## src/rtl/rxn_pkg.sv

```systemverilog
// Shared types and constants for the reaction-timer engine: FSM states,
// VGA face codes and the LFSR feedback polynomial.
package rxn_pkg;

  typedef enum logic [2:0] {
    ST_IDLE,
    ST_WAIT,
    ST_ARMED,
    ST_HIT,
    ST_FOUL,
    ST_TIMEOUT
  } state_t;

  localparam logic [2:0] FACE_SMILE   = 3'b011;
  localparam logic [2:0] FACE_PIRATE  = 3'b100;
  localparam logic [2:0] FACE_DISCO   = 3'b101;
  localparam logic [2:0] FACE_FOUL    = 3'b110;
  localparam logic [2:0] FACE_TIMEOUT = 3'b111;

  // Galois right-shift mask for x^16 + x^14 + x^13 + x^11 + 1.
  localparam logic [15:0] LFSR_TAPS = 16'hB400;

  function automatic logic [2:0] face_of(input state_t s);
    case (s)
      ST_ARMED:   face_of = FACE_PIRATE;
      ST_HIT:     face_of = FACE_DISCO;
      ST_FOUL:    face_of = FACE_FOUL;
      ST_TIMEOUT: face_of = FACE_TIMEOUT;
      default:    face_of = FACE_SMILE;
    endcase
  endfunction

endpackage

```

## src/rtl/rxn_lfsr.sv

```systemverilog
// 16-bit Galois LFSR, one step per enabled clk; the state is registered with no
// extra latency and there is no backpressure beyond the enable.
module rxn_lfsr
  import rxn_pkg::*;
#(
  parameter logic [15:0] SEED = 16'hACE1
) (
  input  logic        i_clk,
  input  logic        i_rst_n,
  input  logic        i_en,
  output logic [15:0] o_state
);

  logic [15:0] r_state;

  always_ff @(posedge i_clk or negedge i_rst_n) begin
    if (!i_rst_n) begin
      r_state <= SEED;
    end else if (i_en) begin
      r_state <= {1'b0, r_state[15:1]} ^ (r_state[0] ? LFSR_TAPS : 16'h0000);
    end
  end

  assign o_state = r_state;

endmodule

```

## src/rtl/rxn_timer_core.sv

```systemverilog
// Reaction timer: random delay, one-hot lamp, ms response measurement, best time.
// A button press is resolved on the following clk edge; inputs are never stalled.
module rxn_timer_core
  import rxn_pkg::*;
#(
  parameter int          TICK_DIV     = 100000,
  parameter int          N_CH         = 8,
  parameter int          TIME_W       = 16,
  parameter int          MIN_DELAY_MS = 1000,
  parameter int          DELAY_W      = 11,
  parameter int          TIMEOUT_MS   = 5000,
  parameter logic [15:0] LFSR_SEED    = 16'hACE1
) (
  input  logic              i_clk,
  input  logic              i_rst_n,
  input  logic              i_go,
  input  logic              i_clr_best,
  input  logic [N_CH-1:0]   i_a,
  output logic [N_CH-1:0]   o_lamp,
  output logic [2:0]        o_face,
  output logic [TIME_W-1:0] o_rxn_ms,
  output logic [TIME_W-1:0] o_best_ms,
  output logic              o_valid,
  output logic              o_foul,
  output logic              o_timeout,
  output logic              o_busy,
  output logic [7:0]        o_hit_cnt
);

  localparam int TGT_W  = $clog2(N_CH);
  localparam int TICK_W = (TICK_DIV > 1) ? $clog2(TICK_DIV) : 1;

  state_t            r_state, w_state_nxt;
  logic [TICK_W-1:0] r_tick_cnt;
  logic [TIME_W-1:0] r_dly, r_cnt, r_rxn_ms, r_best_ms;
  logic [TGT_W-1:0]  r_tgt;
  logic              r_valid;
  logic [7:0]        r_hit_cnt;
  logic [15:0]       w_lfsr;
  logic              w_unused_lfsr;
  logic              w_tick, w_hit, w_enter_wait, w_enter_armed;
  logic [N_CH-1:0]   w_tgt_oh;
  logic [TIME_W-1:0] w_cnt_inc;

  rxn_lfsr #(.SEED(LFSR_SEED)) u_lfsr (
    .i_clk   (i_clk),
    .i_rst_n (i_rst_n),
    .i_en    (1'b1),
    .o_state (w_lfsr)
  );

  assign w_unused_lfsr = ^w_lfsr;
  assign w_tick        = (r_tick_cnt == TICK_W'(TICK_DIV - 1));
  assign w_tgt_oh      = N_CH'(1) << r_tgt;
  assign w_cnt_inc     = r_cnt + TIME_W'(1);

  always_ff @(posedge i_clk or negedge i_rst_n) begin
    if (!i_rst_n) begin
      r_state <= ST_IDLE;
    end else begin
      r_state <= w_state_nxt;
    end
  end

  always_comb begin
    w_state_nxt = r_state;
    o_lamp      = '0;
    o_face      = face_of(r_state);
    o_busy      = (r_state == ST_WAIT) || (r_state == ST_ARMED);
    o_foul      = (r_state == ST_FOUL);
    o_timeout   = (r_state == ST_TIMEOUT);
    case (r_state)
      ST_WAIT: begin
        if (|i_a) begin
          w_state_nxt = ST_FOUL;
        end else if (w_tick && (r_dly <= TIME_W'(1))) begin
          w_state_nxt = ST_ARMED;
        end
      end
      ST_ARMED: begin
        o_lamp = w_tgt_oh;
        // Any stray bit fouls, even alongside the correct one.
        if (|(i_a & ~w_tgt_oh)) begin
          w_state_nxt = ST_FOUL;
        end else if (i_a == w_tgt_oh) begin
          w_state_nxt = ST_HIT;
        end else if (w_tick && (w_cnt_inc == TIME_W'(TIMEOUT_MS))) begin
          w_state_nxt = ST_TIMEOUT;
        end
      end
      default: begin
        if (i_go && (i_a == '0)) begin
          w_state_nxt = ST_WAIT;
        end
      end
    endcase
  end

  assign w_enter_wait  = (r_state != ST_WAIT)  && (w_state_nxt == ST_WAIT);
  assign w_enter_armed = (r_state != ST_ARMED) && (w_state_nxt == ST_ARMED);
  assign w_hit         = (r_state == ST_ARMED) && (w_state_nxt == ST_HIT);

  always_ff @(posedge i_clk or negedge i_rst_n) begin
    if (!i_rst_n) begin
      r_tick_cnt <= '0;
      r_dly      <= '0;
      r_tgt      <= '0;
      r_cnt      <= '0;
      r_rxn_ms   <= '0;
      r_best_ms  <= '1;
      r_valid    <= 1'b0;
      r_hit_cnt  <= '0;
    end else begin
      if (w_enter_wait || w_enter_armed || w_tick) begin
        r_tick_cnt <= '0;
      end else begin
        r_tick_cnt <= r_tick_cnt + TICK_W'(1);
      end

      if (w_enter_wait) begin
        r_dly <= TIME_W'(MIN_DELAY_MS) + TIME_W'(w_lfsr[DELAY_W-1:0]);
        r_tgt <= w_lfsr[15 -: TGT_W];
      end else if ((r_state == ST_WAIT) && w_tick) begin
        r_dly <= r_dly - TIME_W'(1);
      end

      if (w_enter_armed) begin
        r_cnt <= '0;
      end else if ((r_state == ST_ARMED) && w_tick) begin
        r_cnt <= w_cnt_inc;
      end

      r_valid <= w_hit;
      if (w_hit) begin
        r_rxn_ms  <= r_cnt;
        r_hit_cnt <= r_hit_cnt + 8'd1;
      end

      // A clear in the same cycle as a hit discards that hit's time.
      if (i_clr_best) begin
        r_best_ms <= '1;
      end else if (w_hit && (r_cnt < r_best_ms)) begin
        r_best_ms <= r_cnt;
      end
    end
  end

  assign o_rxn_ms  = r_rxn_ms;
  assign o_best_ms = r_best_ms;
  assign o_valid   = r_valid;
  assign o_hit_cnt = r_hit_cnt;

endmodule

```

## config.mk

```make
export PLATFORM = sky130hd
export DESIGN_NAME = rxn_timer_core
export DESIGN_NICKNAME = d
export VERILOG_FILES = /design/src/rtl/rxn_pkg.sv /design/src/rtl/rxn_lfsr.sv /design/src/rtl/rxn_timer_core.sv
export SDC_FILE = /design/constraint.sdc
export NUM_CORES = 1
export LEC_CHECK = 0
export ABC_AREA = 1
export BUFFER_PORTS_ARGS = -buffer_cell sky130_fd_sc_hd__buf_4
export CAP_MARGIN = 10
export CORE_MARGIN = 5
export CORE_UTILIZATION = 50
export CTS_CLUSTER_DIAMETER = 30
export DETAILED_ROUTE_END_ITERATION = 6
export HOLD_SLACK_MARGIN = 0.12
export MAX_ROUTING_LAYER = met4
export PLACE_DENSITY_LB_ADDON = 0.12
export SLEW_MARGIN = 10
export SYNTH_ARGS = -nofsm -noshare
export SYNTH_HDL_FRONTEND = slang
export SYNTH_SLANG_ARGS = --single-unit
```

## constraint.sdc

```tcl
create_clock -name i_clk -period 3.3 [get_ports i_clk]
set_input_delay 0.66 -clock i_clk [delete_from_list [all_inputs] [get_ports i_clk]]
set_output_delay 0.66 -clock i_clk [all_outputs]
set_load 0.03 [all_outputs]
```

==> impl_metrics.prom <==
# TYPE chip_impl_metric gauge
chip_impl_metric{name="cap_viol_max_count",unit=""} 0
chip_impl_info{name="hold_path.class",value="input pin to asynchronous set/reset pin"} 1
chip_impl_metric{name="placedInstanceArea",unit="um2"} 7268
chip_impl_metric{name="slew_viol_final",unit=""} 0
chip_impl_metric{name="share_clk_of_total_power",unit="%"} 30.5
chip_impl_metric{name="globalRouteTotalUtil",unit="%"} 21.26
chip_impl_info{name="cp-start-kind",value="flip-flop"} 1
chip_impl_metric{name="number_of_nets_in_the_synthesized_netlist",unit=""} 887
chip_impl_metric{name="grt_antenna_before_repair",unit=""} 0
chip_impl_metric{name="seq_power_share",unit="%"} 45.4
chip_impl_info{name="layout_common_cells",value="sky130_fd_sc_hd__nand2_1 (215), sky130_fd_sc_hd__inv_1 (131), sky130_fd_sc_hd__dfrtp_1 (88)"} 1
chip_impl_metric{name="number_of_global_route_vias_before_repair",unit=""} 5616
chip_impl_metric{name="fp.dieH",unit="um"} 124.4
chip_impl_metric{name="maximum_count_of_clock_buffers_along_a_single_path",unit=""} 2
chip_impl_metric{name="detail_route.iter0.violations",unit=""} 427
chip_impl_metric{name="finish.cell_count_without_fillers",unit=""} 1099
chip_impl_metric{name="gp_routability_congestion",unit=""} 0.9494
chip_impl_metric{name="layout-drive-gt1-share",unit="%"} 17.15
chip_impl_metric{name="start_util",unit="%"} 51.46
chip_impl_metric{name="layout-area-overhead-vs-synth",unit="%"} 16.23
chip_impl_metric{name="netSwitchingFraction",unit="%"} 32.91
chip_impl_metric{name="antenna_cells_inserted",unit=""} 0
chip_impl_metric{name="cpPeakStageDelay",unit="ps"} 420
chip_impl_metric{name="design.die.area",unit="um2"} 15480
chip_impl_metric{name="io_pins",unit=""} 67
chip_impl_metric{name="timing.critical_path.arrival",unit="ps"} 3240
chip_impl_metric{name="ctsHoldBuffers",unit=""} 0
chip_impl_metric{name="synth-edff-count",unit=""} 0
chip_impl_metric{name="numClockSinks",unit=""} 112
chip_impl_metric{name="numPortBuffers",unit=""} 66
chip_impl_metric{name="yosys_warnings",unit=""} 0
chip_impl_metric{name="drt_wl_total",unit="mm"} 15.90
chip_impl_metric{name="sum_neg_setup_slack",unit="ps"} 0
chip_impl_metric{name="cell_internal_pwr",unit="uW"} 2443
chip_impl_metric{name="floorplan.core_area",unit="um2"} 12720
chip_impl_metric{name="route.detailed.drc",unit=""} 0
chip_impl_info{name="cts_tree",value="done"} 1
chip_impl_metric{name="design.final.nets",unit=""} 964
chip_impl_metric{name="combinational_share_of_power",unit="%"} 24.1
chip_impl_metric{name="achievable-frequency",unit="MHz"} 334.2
chip_impl_metric{name="cp_data_required_time",unit="ps"} 3550
chip_impl_metric{name="postLayoutCellArea",unit="um2"} 7609
chip_impl_metric{name="grt_pass1_wl",unit="mm"} 26.79
chip_impl_info{name="crit_type",value="flip-flop to flip-flop"} 1
chip_impl_info{name="clock-root-buffer",value="sky130_fd_sc_hd__clkbuf_16"} 1
chip_impl_metric{name="relSlewSlack",unit="%"} 54.48
chip_impl_metric{name="finalHoldViolCount",unit=""} 0
chip_impl_metric{name="synth.ff_latch_count",unit=""} 112
chip_impl_metric{name="synth_cell_types",unit=""} 42
chip_impl_info{name="synth_flop_cell",value="sky130_fd_sc_hd__dfrtp_1"} 1
chip_impl_metric{name="global_route.overflow_total",unit=""} 0
chip_impl_metric{name="fin_skew",unit="ps"} 12.65
chip_impl_metric{name="timing.final.setup_violations",unit=""} 0
chip_impl_info{name="crit_slowest_cell",value="sky130_fd_sc_hd__dfrtp_1"} 1
chip_impl_metric{name="power.density",unit="nW/um2"} 478.6
chip_impl_metric{name="path_clk_slew",unit="ps"} 80
chip_impl_metric{name="report.power.total",unit="uW"} 3642
chip_impl_metric{name="tightestPinTransition",unit="ps"} 682.7
chip_impl_metric{name="ant_nets",unit=""} 0
chip_impl_metric{name="mappedNetlistArea",unit="um2"} 6546
chip_impl_metric{name="cts_htree_levels",unit=""} 3
chip_impl_metric{name="r2r.worst_path.cells",unit=""} 18
chip_impl_metric{name="worstSkewPairLatency",unit="ps"} 360
chip_impl_metric{name="syn_avg_cell_area",unit="um2"} 7.747
chip_impl_metric{name="netSwitchingPower",unit="uW"} 1198
chip_impl_info{name="timing.critical_path.cells",value="inv_1 > ha_1 > nand2_1 > nor2_1 > nand2_1 > a211oi_1 > nand2_1 > nand2_1 > inv_1 > nand2_1 > nand2_2 > nor2_4 > buf_12 > nand2_4 > inv_2 > nand2_1 > nand2_1 > nand2_1"} 1
chip_impl_metric{name="vias",unit=""} 5756
chip_impl_metric{name="synth.yosys.seq_area_share",unit="%"} 43.27
chip_impl_metric{name="avgViaCountPerCell",unit=""} 5.237
chip_impl_metric{name="place.detailed.hpwl",unit="mm"} 12.21
chip_impl_metric{name="min_period",unit="ps"} 2993
chip_impl_info{name="rsz0062_at_grt",value="false"} 1
chip_impl_info{name="final_common_cell",value="sky130_fd_sc_hd__nand2_1"} 1
chip_impl_metric{name="postSynth.asyncResetShare",unit="%"} 100.0
chip_impl_metric{name="static-leakage-power",unit="uW"} 0.003914
chip_impl_metric{name="critical_path.max_fanout",unit=""} 36
chip_impl_info{name="worst_setup_path_end_kind",value="flip-flop"} 1
chip_impl_metric{name="place_inst",unit=""} 1081
chip_impl_metric{name="vdd_drop_max",unit="mV"} 0.4162
chip_impl_metric{name="die-width",unit="um"} 124.4
chip_impl_metric{name="drt_pre_antenna_iters",unit=""} 5
chip_impl_info{name="run_status",value="finished clean"} 1
chip_impl_metric{name="route.detailed.wl_per_inst",unit="um"} 14.47
chip_impl_metric{name="timing.final.crit_share",unit="%"} 90.68
chip_impl_metric{name="tritoncts.num_buffers",unit=""} 9
chip_impl_info{name="critical-path-top-cell-by-count",value="sky130_fd_sc_hd__nand2_1"} 1
chip_impl_metric{name="grt_max_degree",unit=""} 55
chip_impl_metric{name="fp-row-count",unit=""} 41
chip_impl_metric{name="postSynthCellCount",unit=""} 845
[state kept, by name, indices dropped and copies added, names as in the netlist]
| register | count |
|---|---|
| o_best_ms | 16 |
| o_rxn_ms | 16 |
| r_state | 3 |
| o_valid | 1 |
| r_tgt | 3 |
| o_hit_cnt | 8 |
| r_tick_cnt | 17 |
| u_lfsr.o_state | 16 |
| r_cnt | 16 |
| r_dly | 16 |
[cell families (layout without fill, tap and decap cells)]
group	Yosys count	in the layout	synth area share, %
xor+xnor	33	33	4.415
flops	112	112	43.27
compound gates	81	81	6.881
fa+ha+maj	30	30	5.734
simple gates	434	434	30.16
buf+inv	155	237	9.537
[what timing repair did]
item	CTS	global route
buffers inserted	0	2
setup endpoints to repair	0	49
gates resized for setup	0	2
[power by group through the flow]
stage          Combinational (uW)  Clock [uW]  Sequential (uW)
6_report                      876        1110             1650
5_1_grt                       991        1190             1670
4_1_cts                       867        1130             1650
3_5_place_dp                  860           0             1680
3_3_place_gp                  846           0             1670
2_1_floorplan                 633           0             1660
[per-layer routing]
layer / global-route usage (%) / routed length, um
met4: 8.253 / 377
met1: 27.23 / 7246
met3: 2.916 / 762
met5: - / 0
met2: 34.38 / 7514
[path summary, 6_finish.rpt]
| path | startpoint | slack (ps) | endpoint |
|---|---|---|---|
| hold reg to reg | u_lfsr.o_state[12] | 350 | u_lfsr.o_state[11] |
| setup / recovery | r_dly[0] | 310 | o_hit_cnt[4] |
| max in group asynchronous | i_rst_n | 2240 | u_lfsr.o_state[13] |
| setup reg to reg | r_dly[0] | 310 | o_hit_cnt[4] |
| hold / removal | i_rst_n | 350 | o_rxn_ms[5] |
| min in group i_clk | u_lfsr.o_state[12] | 350 | u_lfsr.o_state[11] |
[critical path, delay by kind of cell, from the launching register on]
| kind | cells | cell delay [ps] |
|---|---|---|
| DFF | 1 | 420 |
| buffers and inverters | 4 | 440 |
| and+or+nand+nor | 12 | 1400 |
| AOI/OAI and AO/OA | 1 | 360 |
| adders and majority gates | 1 | 220 |
[cells in the mapped netlist, types with 4 or more instances]
| master | count | area [um2] |
|---|---|---|
| sky130_fd_sc_hd__inv_2 | 8 | 30.03 |
| sky130_fd_sc_hd__buf_2 | 4 | 20.02 |
| sky130_fd_sc_hd__dfstp_2 | 24 | 630.6 |
| sky130_fd_sc_hd__nor2_1 | 67 | 251.5 |
| sky130_fd_sc_hd__o21ai_1 | 22 | 110.1 |
| sky130_fd_sc_hd__nor3_1 | 20 | 100.1 |
| sky130_fd_sc_hd__nor4_1 | 9 | 56.30 |
| sky130_fd_sc_hd__o211ai_1 | 4 | 30.03 |
| sky130_fd_sc_hd__a21oi_1 | 14 | 70.07 |
| sky130_fd_sc_hd__nand3_1 | 56 | 280.3 |
| sky130_fd_sc_hd__dfrtp_1 | 88 | 2202 |
| sky130_fd_sc_hd__o21ai_0 | 31 | 155.2 |
| sky130_fd_sc_hd__ha_1 | 30 | 375.4 |
| sky130_fd_sc_hd__nor2_4 | 4 | 45.04 |
| sky130_fd_sc_hd__inv_1 | 131 | 491.7 |
| sky130_fd_sc_hd__nand2_2 | 6 | 37.54 |
| sky130_fd_sc_hd__nand4_1 | 34 | 212.7 |
| sky130_fd_sc_hd__nand2_1 | 215 | 807.0 |
| sky130_fd_sc_hd__xor2_1 | 24 | 210.2 |
| sky130_fd_sc_hd__nor2_2 | 12 | 75.07 |
| sky130_fd_sc_hd__xnor2_1 | 9 | 78.83 |
[cell type report]
class,count,area [um2]
clock buffers,12,246.5
clock inverters,4,52.55
fillers,1221,5114
inverters,140,525.5
multi-input cells,578,3103
flip-flops and latches,112,2833
well taps,172,215.2
repair buffers,81,633.1
[per-stage QoR]
step	utilization, %	hold WS [ps]	setup WS (ps)
2_1_floorplan	-	333.0	869.2
3_3_place_gp	57.13	337.1	244.4
3_5_place_dp	57.13	338.7	189.8
4_1_cts	59.48	355.9	136.7
5_1_grt	59.81	358.4	43.40
6_report	59.81	345.9	307.4
Note: power is estimated with default switching activity, not from simulation.
